### src/rtl/led_bright_pkg.sv
`default_nettype none
// ============================================================================
// Module      : led_bright_pkg
// Description : Shared types and helpers for the LED brightness controller:
//               per-button repeat FSM state encoding and counter sizing.
// Revision    : 1.0 - initial release
// ============================================================================
package led_bright_pkg;

    // Per-button repeat state machine, explicit 2-bit encoding
    typedef enum logic [1:0] {
        ST_IDLE   = 2'd0,
        ST_PRESS  = 2'd1,
        ST_WAIT   = 2'd2,
        ST_REPEAT = 2'd3
    } btn_state_e;

    // Width of a counter that runs 0..max_count-1 (never narrower than 1 bit)
    function automatic int cnt_width(input int max_count);
        return (max_count < 2) ? 1 : $clog2(max_count);
    endfunction

endpackage
`default_nettype wire

### src/rtl/btn_debounce.sv
`default_nettype none
// ============================================================================
// Module      : btn_debounce
// Description : Active-low push-button front end: 2-flop synchroniser,
//               stability counter and registered press/release pulses.
// Revision    : 1.0 - initial release
// ============================================================================
module btn_debounce
    import led_bright_pkg::*;
#(
    parameter int DEBOUNCE_CYC = 3
) (
    input  logic clk,
    input  logic rst_n,
    input  logic btn_n,
    output logic pressed,
    output logic press_pulse,
    output logic release_pulse
);

    localparam int             CNT_W    = cnt_width(DEBOUNCE_CYC);
    localparam logic [CNT_W-1:0] CNT_LAST = CNT_W'(DEBOUNCE_CYC - 1);

    logic             sync1_q;
    logic             sync2_q;
    logic             level_q, level_d;
    logic             press_q, press_d;
    logic             release_q, release_d;
    logic [CNT_W-1:0] cnt_q, cnt_d;

    // Accept a new level only after DEBOUNCE_CYC consecutive differing samples
    always_comb begin
        level_d   = level_q;
        cnt_d     = cnt_q;
        if (sync2_q == level_q) begin
            cnt_d = '0;
        end else if (cnt_q == CNT_LAST) begin
            level_d = sync2_q;
            cnt_d   = '0;
        end else begin
            cnt_d = cnt_q + 1'b1;
        end
        press_d   = level_q & ~level_d;
        release_d = ~level_q & level_d;
    end

    // Synchroniser, debounced level and edge pulses; everything idles released
    always_ff @(posedge clk or negedge rst_n) begin
        if (!rst_n) begin
            sync1_q   <= 1'b1;
            sync2_q   <= 1'b1;
            level_q   <= 1'b1;
            cnt_q     <= '0;
            press_q   <= 1'b0;
            release_q <= 1'b0;
        end else begin
            sync1_q   <= btn_n;
            sync2_q   <= sync1_q;
            level_q   <= level_d;
            cnt_q     <= cnt_d;
            press_q   <= press_d;
            release_q <= release_d;
        end
    end

    assign pressed       = ~level_q;
    assign press_pulse   = press_q;
    assign release_pulse = release_q;

endmodule
`default_nettype wire

### src/rtl/led_bright_ctrl.sv
`default_nettype none
// ============================================================================
// Module      : led_bright_ctrl
// Description : Brightness controller ahead of the PWM core. Two active-low
//               buttons drive a duty register with single steps and
//               hold-to-repeat. Optional macro LED_BRIGHT_WRAP_EN switches the
//               duty arithmetic from saturating to modulo 2^DUTY_W.
// Revision    : 1.0 - initial release
// ============================================================================
module led_bright_ctrl
    import led_bright_pkg::*;
#(
    parameter int DUTY_W        = 6,
    parameter int INIT_DUTY     = 32,
    parameter int STEP          = 4,
    parameter int DEBOUNCE_CYC  = 3,
    parameter int REPEAT_DELAY  = 20,
    parameter int REPEAT_PERIOD = 5
) (
    input  logic              clk,
    input  logic              rst_n,
    input  logic              up,
    input  logic              down,
    output logic [DUTY_W-1:0] duty,
    output logic              duty_valid,
    output logic              at_max,
    output logic              at_min
);

    localparam logic [DUTY_W-1:0] DUTY_MAX  = DUTY_W'((2 ** DUTY_W) - 1);
    localparam logic [DUTY_W-1:0] DUTY_INIT = DUTY_W'(INIT_DUTY);
    localparam int                HOLD_W    = cnt_width(REPEAT_DELAY);
    localparam int                REP_W     = cnt_width(REPEAT_PERIOD);
    localparam logic [HOLD_W-1:0] HOLD_LAST = HOLD_W'(REPEAT_DELAY - 1);
    localparam logic [REP_W-1:0]  REP_LAST  = REP_W'(REPEAT_PERIOD - 1);

    // Index 0 is the up button, index 1 the down button
    logic [1:0] btn_n;
    logic [1:0] pressed;
    logic [1:0] step_ev;
    logic       both_pressed;

    assign btn_n        = {down, up};
    assign both_pressed = &pressed;

    generate
        for (genvar gi = 0; gi < 2; gi++) begin : g_btn
            logic              press_pulse;
            logic              release_pulse;
            btn_state_e        state_q, state_d;
            logic [HOLD_W-1:0] hold_q, hold_d;
            logic [REP_W-1:0]  rep_q, rep_d;
            logic              step;

            btn_debounce #(
                .DEBOUNCE_CYC (DEBOUNCE_CYC)
            ) u_debounce (
                .clk           (clk),
                .rst_n         (rst_n),
                .btn_n         (btn_n[gi]),
                .pressed       (pressed[gi]),
                .press_pulse   (press_pulse),
                .release_pulse (release_pulse)
            );

            // Repeat FSM: a chord parks both buttons in WAIT with a frozen hold count
            always_comb begin
                state_d = state_q;
                hold_d  = hold_q;
                rep_d   = rep_q;
                step    = 1'b0;
                if (both_pressed) begin
                    state_d = ST_WAIT;
                    hold_d  = '0;
                    rep_d   = '0;
                end else begin
                    case (state_q)
                        ST_IDLE: begin
                            if (press_pulse) state_d = ST_PRESS;
                        end
                        ST_PRESS: begin
                            step    = 1'b1;
                            hold_d  = '0;
                            state_d = release_pulse ? ST_IDLE : ST_WAIT;
                        end
                        ST_WAIT: begin
                            if (release_pulse) begin
                                state_d = ST_IDLE;
                            end else if (hold_q == HOLD_LAST) begin
                                step    = 1'b1;
                                rep_d   = '0;
                                state_d = ST_REPEAT;
                            end else begin
                                hold_d = hold_q + 1'b1;
                            end
                        end
                        ST_REPEAT: begin
                            if (release_pulse) begin
                                state_d = ST_IDLE;
                            end else if (rep_q == REP_LAST) begin
                                step  = 1'b1;
                                rep_d = '0;
                            end else begin
                                rep_d = rep_q + 1'b1;
                            end
                        end
                        default: state_d = ST_IDLE;
                    endcase
                end
            end

            // FSM state and its hold/repeat counters
            always_ff @(posedge clk or negedge rst_n) begin
                if (!rst_n) begin
                    state_q <= ST_IDLE;
                    hold_q  <= '0;
                    rep_q   <= '0;
                end else begin
                    state_q <= state_d;
                    hold_q  <= hold_d;
                    rep_q   <= rep_d;
                end
            end

            assign step_ev[gi] = step;
        end
    endgenerate

    logic              inc_ev;
    logic              dec_ev;
    logic [DUTY_W-1:0] duty_q, duty_d;
    logic              duty_valid_q, duty_valid_d;

    assign inc_ev = step_ev[0] & ~step_ev[1];
    assign dec_ev = step_ev[1] & ~step_ev[0];

`ifdef LED_BRIGHT_WRAP_EN
    localparam logic [DUTY_W-1:0] STEP_N = DUTY_W'(STEP);

    // Modulo arithmetic: every accepted step is reported, even a full wrap
    always_comb begin
        duty_d       = duty_q;
        duty_valid_d = 1'b0;
        if (inc_ev) begin
            duty_d       = duty_q + STEP_N;
            duty_valid_d = 1'b1;
        end else if (dec_ev) begin
            duty_d       = duty_q - STEP_N;
            duty_valid_d = 1'b1;
        end
    end
`else
    localparam logic [DUTY_W:0] STEP_X = (DUTY_W + 1)'(STEP);
    localparam logic [DUTY_W:0] MAX_X  = {1'b0, DUTY_MAX};

    logic [DUTY_W:0] sum_x;
    logic [DUTY_W:0] diff_x;

    // Saturating arithmetic one bit wider; a step that lands on the limit it
    // already sits at changes nothing and is not reported
    always_comb begin
        sum_x  = {1'b0, duty_q} + STEP_X;
        diff_x = {1'b0, duty_q} - STEP_X;
        duty_d = duty_q;
        if (inc_ev) begin
            duty_d = (sum_x > MAX_X) ? DUTY_MAX : sum_x[DUTY_W-1:0];
        end else if (dec_ev) begin
            duty_d = diff_x[DUTY_W] ? '0 : diff_x[DUTY_W-1:0];
        end
        duty_valid_d = (duty_d != duty_q);
    end
`endif

    // Duty register and its change strobe
    always_ff @(posedge clk or negedge rst_n) begin
        if (!rst_n) begin
            duty_q       <= DUTY_INIT;
            duty_valid_q <= 1'b0;
        end else begin
            duty_q       <= duty_d;
            duty_valid_q <= duty_valid_d;
        end
    end

    assign duty       = duty_q;
    assign duty_valid = duty_valid_q;
    assign at_max     = (duty_q == DUTY_MAX);
    assign at_min     = (duty_q == '0);

endmodule
`default_nettype wire

### config.mk
export PLATFORM = sky130hd
export DESIGN_NAME = led_bright_ctrl
export DESIGN_NICKNAME = d
export VERILOG_FILES = /design/src/rtl/led_bright_pkg.sv /design/src/rtl/btn_debounce.sv /design/src/rtl/led_bright_ctrl.sv
export SDC_FILE = /design/constraint.sdc
export NUM_CORES = 1
export LEC_CHECK = 0
export BUFFER_PORTS_ARGS = -buffer_cell sky130_fd_sc_hd__buf_2
export CAP_MARGIN = 20
export CORE_UTILIZATION = 36
export DETAILED_ROUTE_END_ITERATION = 10
export PLACE_DENSITY = 0.63
export SLEW_MARGIN = 5
export SYNTH_ARGS = -nofsm -noshare
export SYNTH_HDL_FRONTEND = slang
export SYNTH_HIERARCHICAL = 1
export SYNTH_SLANG_ARGS = --single-unit
### constraint.sdc
create_clock -name clk -period 2.46 [get_ports clk]
set_clock_uncertainty 0.2 [all_clocks]
set_input_delay 0.492 -clock clk [delete_from_list [all_inputs] [get_ports clk]]
set_output_delay 0.492 -clock clk [all_outputs]
set_load 0.02 [all_outputs]
==> metrics.yaml <==
pre_cts_ws_ns: 0.0905
synth_edf_count: 0
fin_crit_sh_pct: 94.2
clk_pin_slew_ns: 0.08
row_count: 28
synth_cells: 219
netlist_area_um2: 2230
ys_seq_area_share_pct: 46.3
io_pins: 13
htree_levels: 2
yosysTopAreaCellShare_pct: 38.1
worstPathMaxFanout: 8
ir_drop_mv: 0.487
ys.flop_type: "dfrtp_1"
ys_ff_latch: 41
ant_nets: 0
coreArea_um2: 5960
clock.fmax_mhz: 432
status: "complete, no violations"
max_cap_violations: 0
cts_num_sinks: 41
min_path_type: "in -> async"
die_area_um2: 6530
wirelength_um: 4270
synthArstFlopShare_pct: 100
cp-end-kind: "register"
die_height_um: 80.8
whs_ns: 0.0419
grt_usage_pct: 15.4
clkLatencyLatePin_ns: 0.29
post_drt_wl_per_cell_um: 13.5
antenna_found_initial: 0
arrival_ns: 2.35
grt_pass1_wl_um: 7640
fin_nets: 256
tightest_slew_ns: 0.507
num_vias: 1712
slew_viol_final: 0
period_minus_slack_ns: 2.32
synth_cell_type_count: 56
gp_congestion: 0.798
postLayoutCoreUtil_pct: 42.7
netlist_top_cells_area: "dfrtp_1 (38%), dfstp_2 (8.2%), ha_1 (6.2%)"
clockBufferDepth: 2
rsz0062_at_grt: "no"
cellPowerDensity_nw_per_um2: 796
numCtsBuffers: 5
cts_tree: "built"
io_buffer_count: 12
cts_hold_buf: 0
antenna_cells: 0
slew_headroom_pct: 66.2
drc: 0
yosysTopAreaCell: "dfrtp_1"
via_per_inst: 5.40
grt_pass1_vias: 1685
dp_hpwl_um: 2960
first_pass_iters: 4
finalHoldViolations: 0
critical_path_class: "reg -> reg"
cp-start-kind: "register"
drtIter0Drc: 95
cp.required_ns: 2.49
avgSynthCellArea_um2: 10.2
initial_utilization_pct: 37.5
layout-drive-gt1-share_pct: 22.7
grt_max_degree: 42
cts_root_buffer: "clkbuf_8"
setup_ws_ns: 0.143
syn_nets: 234
area_growth_pct: 13.8
setup_tns_ns: 0
die_w_um: 80.8
yosys_warnings: 6
gr-total-overflow: 0
finalSetupViolations: 0
leakagePower_nw: 1.13
[repair_timing]
item                       4_1_cts  5_1_grt
setup endpoints to repair        0        7
gates resized for setup          0        5
hold endpoints to repair         0        0
buffers inserted                 0        0
[synth_stat cells (all sizes together), types with 2 or more instances]
library cell  count
a2111oi           2
a211o             2
a21oi             9
a22oi             3
a311oi            2
a31oi             2
a32oi             2
and2              3
and3              2
and4b             2
buf               2
clkbuf            7
dfrtp            34
dfstp             7
ha               11
inv              10
mux2              3
nand2            14
nand2b            4
nand3             5
nand4             7
nor2             18
nor2b             5
nor3              9
nor3b             8
nor4              3
o21a              3
o21ai            10
o311ai            2
or3               2
xnor2             3
xor2              6
[per-layer routing]
layer / wire length [µm] / GRT usage [%] / up-vias
li1: - / - / 840
met1: 2070 / 20.3 / 829
met2: 1980 / 24.5 / 31
met3: 102 / 2.02 / 12
met4: 119 / 8.21 / 0
met5: 0 / 0 / -
[worst paths after layout]
| path | cells past startpoint | slack, ns | to | startpoint |
|---|---|---|---|---|
| worst max-delay path | 6 | 0.14 | duty[1]$_DFF_PN0_ | g_btn[1].hold_q[0]$_DFFE_PN0P_ |
| worst min-delay path | 2 | 0.04 | g_btn[1].hold_q[3]$_DFFE_PN0P_ | rst_n |
| worst max register to register | 6 | 0.14 | duty[1]$_DFF_PN0_ | g_btn[1].hold_q[0]$_DFFE_PN0P_ |
| worst min register to register | 0 | 0.16 | g_btn[0].u_debounce/sync2_q$_DFF_PN1_ | g_btn[0].u_debounce/sync1_q$_DFF_PN1_ |
| max in group asynchronous | 2 | 1.64 | g_btn[0].u_debounce/sync2_q$_DFF_PN1_ | rst_n |
| min in group clk | 1 | 0.09 | g_btn[1].u_debounce/sync1_q$_DFF_PN1_ | down |
[metrics by stage]
step	cell area (µm²)	total power, mW	std cells
floorplan	2230	1.42	219
global placement	2430	1.58	309
detailed placement	2430	1.60	309
CTS	2520	2.04	317
global route	2540	2.17	317
finish	2540	2.02	317
[critical path, cell delays in order (launching register included)]
cell and delay [ns]:
dfrtp_1 0.43, ha_1 0.24, nor4bb_2 0.19, a211o_1 0.37, nor3_2 0.43, and3_1 0.28, o21a_1 0.12
[flip-flops by register name, summed over array words and instances (netlist names)]
| register | count |
|---|---|
| g_btn.hold_q | 10 |
| duty | 6 |
| g_btn.rep_q | 6 |
| g_btn.state_q | 4 |
| g_btn.u_debounce/cnt_q | 4 |
| g_btn.u_debounce/level_q | 2 |
| g_btn.u_debounce/press_pulse | 2 |
| g_btn.u_debounce/release_pulse | 2 |
| g_btn.u_debounce/sync1_q | 2 |
| g_btn.u_debounce/sync2_q | 2 |
| duty_valid | 1 |
[where the power goes]
part           internal, mW  switching (mW)  leakage [nW]
Sequential            0.814           0.125         0.527
Combinational         0.298           0.357         0.564
Clock                 0.196           0.234        0.0439
[cells in the final DEF (no fill, tap or decap), types with 5 or more instances in the layout]
master,Yosys,final
nor3_1,8,8
inv_1,10,10
nand4_1,7,7
a21oi_1,9,9
dfrtp_1,34,34
nor2_1,18,18
ha_1,11,10
dfstp_2,7,7
clkbuf_8,0,5
o21ai_0,10,10
nor3b_1,5,5
xor2_1,6,6
buf_4,0,12
nand3_1,5,5
nor2b_1,5,5
nand2_1,14,14
buf_2,1,12
[final cells by class]
class / count / area (µm²)
Multi-Input combinational cell: 159 / 1140
Inverter: 10 / 37.5
Timing Repair Buffer: 24 / 150
Clock inverter: 3 / 17.5
Clock buffer: 5 / 68.8
Tap cell: 75 / 93.8
Fill cell: 591 / 3410
Sequential cell: 41 / 1030
[logic make-up (layout without fill, tap and decap cells)]
| logic type | count (synthesis) | count (layout) | share of synthesized area [%] |
|---|---|---|---|
| XOR/XNOR | 9 | 9 | 3.53 |
| AND/OR/NAND/NOR | 91 | 91 | 24.5 |
| multiplexers | 3 | 3 | 1.85 |
| AO/OA/AOI/OAI | 45 | 45 | 14.0 |
| adder cells (fa/ha/maj) | 11 | 11 | 6.16 |
| flip-flops | 41 | 41 | 46.3 |
| buffers and inverters | 19 | 42 | 3.64 |
Note: power is estimated with default switching activity, not from simulation.
